## config.mk

```make
export PLATFORM = sky130hd
export DESIGN_NAME = pc_stack_counter
export DESIGN_NICKNAME = d
export VERILOG_FILES = /design/src/rtl/pc_stack_counter.sv
export SDC_FILE = /design/constraint.sdc
export NUM_CORES = 1
export LEC_CHECK = 0
export CAP_MARGIN = 30
export CORE_AREA = 2 2 71 73
export CTS_BUF_LIST = sky130_fd_sc_hd__clkbuf_8
export CTS_CLUSTER_DIAMETER = 80
export DETAILED_ROUTE_END_ITERATION = 16
export DIE_AREA = 0 0 73 75
export PLACE_DENSITY = 0.88
export SLEW_MARGIN = 0
export SYNTH_ARGS = -nofsm -noshare
export SYNTH_HDL_FRONTEND = slang
export SYNTH_SLANG_ARGS = --single-unit
```

## constraint.sdc

```tcl
create_clock -name clock -period 5.6 [get_ports clock]
set_input_delay 0.84 -clock clock [delete_from_list [all_inputs] [get_ports clock]]
set_output_delay 0.84 -clock clock [all_outputs]
set_load 0.01 [all_outputs]
```

## src/rtl/pc_stack_counter.sv

```systemverilog
// pc_stack_counter: parametrised program counter with signed relative branch
// and a hardware return-address stack (call/ret) with full/empty/sticky error.
module pc_stack_counter #(
  parameter int WIDTH = 8,
  parameter int STACK_DEPTH = 4,
  parameter int RESET_VAL = 0,
  localparam int SPW = $clog2(STACK_DEPTH + 1)
) (
  input  logic             clock,
  input  logic             reset,
  input  logic             enable,
  input  logic             inc,
  input  logic             dec,
  input  logic             load,
  input  logic [WIDTH-1:0] load_val,
  input  logic             branch,
  input  logic [WIDTH-1:0] offset,
  input  logic             call,
  input  logic             ret,
  output logic [WIDTH-1:0] pc,
  output logic [SPW-1:0]   sp,
  output logic             stack_full,
  output logic             stack_empty,
  output logic             err
);
  localparam int AW = (STACK_DEPTH > 1) ? $clog2(STACK_DEPTH) : 1;
  logic [WIDTH-1:0] stack [STACK_DEPTH];
  logic [WIDTH-1:0] pc_next, pc_inc;
  logic [SPW-1:0] sp_dec;
  logic do_load, do_call, do_ret, do_br, do_step, do_inc, do_dec, push, pop, fault;
  assign stack_full  = sp == SPW'(STACK_DEPTH);
  assign stack_empty = sp == '0;
  assign pc_inc = pc + 1'b1;
  assign sp_dec = sp - 1'b1;
  // Strict priority: load > call > ret > branch > inc/dec.
  assign do_load = enable & load;
  assign do_call = enable & ~load & call;
  assign do_ret  = enable & ~load & ~call & ret;
  assign do_br   = enable & ~load & ~call & ~ret & branch;
  assign do_step = enable & ~load & ~call & ~ret & ~branch;
  assign do_inc  = do_step & inc & ~dec;
  assign do_dec  = do_step & dec & ~inc;
  assign push  = do_call & ~stack_full;
  assign pop   = do_ret & ~stack_empty;
  assign fault = (do_call & stack_full) | (do_ret & stack_empty);
  always_comb begin
    pc_next = (do_load | push) ? load_val :
              pop    ? stack[sp_dec[AW-1:0]] :
              do_br  ? pc + offset :
              do_inc ? pc_inc :
              do_dec ? pc - 1'b1 : pc;
  end
  always_ff @(posedge clock) begin
    if (reset) begin
      pc  <= WIDTH'(RESET_VAL);
      sp  <= '0;
      err <= 1'b0;
    end else begin
      pc <= pc_next;
      if (push) sp <= sp + 1'b1;
      else if (pop) sp <= sp_dec;
      if (fault) err <= 1'b1;
    end
  end
  always_ff @(posedge clock) begin
    if (push) stack[sp[AW-1:0]] <= pc_inc;
  end
endmodule
```

==> impl_metrics.py <==
metrics = {
    "run_status": {
        "status": "finished clean",
    },
    "timing": {
        "clock_skew_ns": 0.0111,
        "tns_ns": 0,
        "relSlewSlack_pct": 48.8,
        "layout_min_cycle_time_ns": 3.31,
        "hold_viol": 0,
        "rsz0062_at_grt": "no",
        "fmax_mhz": 302,
        "tightest_slew_ns": 0.766,
        "slew_violations": 0,
        "post-route-period-util_pct": 59.1,
        "setup_violations": 0,
    },
    "power_and_ir_drop": {
        "ir_worst_vdd_mv": 0.186,
        "p_leak_nw": 1.13,
        "power_density_nw_per_um2": 248,
    },
    "setup_path": {
        "timing.rr.start": "sp[0]",
        "r2r_end": "sp[2]",
        "start_kind": "flip-flop",
        "cp_max_fo": 12,
        "max_stage_delay_ns": 0.76,
        "endpoint_kind": "flip-flop",
        "rrSetupSlack_ns": 2.29,
        "crit_type": "reg2reg",
        "path_cells": "inv_1 > ha_1 > ha_1 > and2b_1 > and2b_1 > and2_1 > nor3_1 > a2111oi_0",
        "arrival_ns": 3.46,
        "cpMaxStageDelayCell": "dfxtp_1",
        "rr_worst_depth": 8,
        "required_ns": 5.75,
    },
    "floorplan": {
        "start_util_pct": 58.3,
        "die-area_um2": 5480,
        "dieHeight_um": 75,
        "io_pins": 39,
        "die_w_um": 73,
        "rows": 25,
        "fp.coreArea_um2": 4660,
    },
    "clock_tree": {
        "ctsResizeCount": 0,
        "clockBufferDepth": 2,
        "clock-root-buffer": "clkbuf_8",
        "cts.sinks": 44,
        "clock_latency_ns": 0.30,
        "clk_pin_slew_ns": 0.09,
        "cts_tree": "built",
        "cts_hold_buffers": 0,
        "post-cts-setup-buffer-count": 0,
        "ctsHtreeMaxLevel": 2,
        "cts_buffers": 5,
    },
    "layout": {
        "num-nets-final": 322,
        "final_common_cell": "clkdlybuf4s50_1",
        "n_antenna_cell": 0,
        "fillCellCount": 361,
        "final_cell_mix": "38 x clkdlybuf4s50_1, 32 x edfxtp_1, 18 x inv_1",
        "area_growth_syn_to_layout_pct": 18.7,
        "multiInputGateArea_um2": 1390,
        "register_area_um2": 1200,
        "stdcell_area_um2": 3230,
        "drive_gt1_share_pct": 7.45,
    },
    "yosys": {
        "async_flop_share_pct": 0,
        "synthTopCellsByArea": "edfxtp_1 35%, dfxtp_1 8.8%, ha_1 6.9%",
        "synth_ff_type": "edfxtp_1",
        "synth_cell_types": 60,
        "ys_seq_area_share_pct": 44.2,
        "synth_cells": 246,
        "ys_warn_count": 0,
        "yosysTopAreaCell": "edfxtp_1",
        "synth_nets": 287,
        "synth.ff_latch_count": 44,
        "netlist_area_um2": 2720,
        "synth.avg_cell_area_um2": 11.1,
        "synth.top_cell.area_share_pct": 35.3,
        "synth_edf_count": 32,
    },
    "global_routing": {
        "track_usage_pct": 25.7,
        "antenna_found_initial": 0,
        "grt_max_degree": 15,
        "grt_pass1_wl_um": 10300,
        "grt_pass1_vias": 2019,
        "grt.overflow.total": 0,
    },
    "job": {
        "drv_cap": 0,
    },
    "place": {
        "hpwl_um": 4880,
        "dpl_cell_area_um2": 3120,
        "gp_congestion": 0.869,
        "io_buffers": 38,
    },
    "hold_path": {
        "worstHoldEndpoint": "err",
        "worstHoldPathCells": 2,
        "min_from": "err",
        "hold_class": "reg2reg",
    },
    "routing": {
        "vias": 2192,
        "viasPerCell": 6.52,
        "dr.pass1.iters": 5,
        "drc_errors": 0,
        "wire_per_inst_um": 19.4,
        "drtAntennaViolNets": 0,
        "routed_wl_um": 6520,
        "drtIter0Drc": 319,
    },
}
## stage by stage
| stage | power, mW | util (%) | hold WS (ns) | std cells | setup slack (ns) |
|---|---|---|---|---|---|
| detailed placement | 0.562 | 66.9 | 0.473 | 328 | 2.27 |
| global route | 0.834 | 69.3 | 0.514 | 336 | 1.86 |
| CTS | 0.802 | 69.3 | 0.496 | 336 | 2.23 |
| floorplan | 0.499 | - | 0.505 | 246 | 3.01 |
| finish | 0.800 | 69.3 | 0.490 | 336 | 2.29 |
| global placement | 0.556 | 66.7 | 0.455 | 327 | 2.16 |
## kinds of logic (layout without fill, tap and decap cells)
family | after synthesis | count (layout) | synth area share (%)
AOI/OAI and AO/OA | 73 | 73 | 19.9
and+or+nand+nor | 66 | 66 | 13.9
DFF | 44 | 44 | 44.2
buffers and inverters | 29 | 65 | 4.60
adders and majority gates | 16 | 16 | 7.64
xor gates and xnor gates | 10 | 10 | 3.22
muxes | 8 | 8 | 6.63
## how the worst max path moves through the flow
stage / start / end / slack, ns / cells past startpoint
floorplan: sp[0] / pc[4] / 3.01 / 10
global placement: load / pc[4] / 2.16 / 6
detailed placement: sp[0] / sp[2] / 2.27 / 8
CTS: sp[0] / sp[2] / 2.23 / 8
global route: sp[0] / sp[2] / 1.86 / 8
finish: sp[0] / sp[2] / 2.29 / 8
## final cells by class
type                            instances  share of cell area (%)
Clock inverter                          3                    1.32
Tap cell                               54                    2.09
Multi-Input combinational cell        173                    43.1
Timing Repair Buffer                   39                    12.0
Sequential cell                        44                    37.2
Inverter                               18                    2.09
Clock buffer                            5                    2.13
## sequential cells by signal, summed over array words and instances, names as in the netlist
name / flops
stack: 32
pc: 8
err: 1
sp: 3
## where the power goes
part / switching [mW] / internal (mW) / total, mW
Combinational: 0.0867 / 0.0877 / 0.174
Sequential: 0.0203 / 0.363 / 0.383
Clock: 0.110 / 0.132 / 0.242
## critical path, delay by kind of cell (launching register included)
kind            cells  cell delay [ns]
simple gates        4             1.17
flops               1             0.76
compound gates      1             0.50
buf+inv             1             0.20
fa+ha+maj           2             0.52
## synthesized netlist by cell type, types with 4 or more instances
library cell	n
nand3_1	6
xnor2_1	7
o21ai_0	12
buf_2	4
or3_1	6
inv_1	18
nor2_1	9
nor3_1	7
dfxtp_1	12
a21oi_1	9
edfxtp_1	32
a211oi_1	7
mux4_2	8
nand2_1	11
and2_1	5
o211ai_1	4
ha_1	15
a22o_1	4
clkbuf_1	5
o21a_1	4
## routing by layer
metal,wire length [um],up-vias,GRT usage (%),share of wire (%)
met3,476,20,4.28,7.3
met1,2650,1031,33.5,41
met4,185,0,9.47,2.8
li1,-,1028,-,-
met5,0,-,0,0
met2,3210,113,43.5,49
Power figures use the tool's default switching activity.
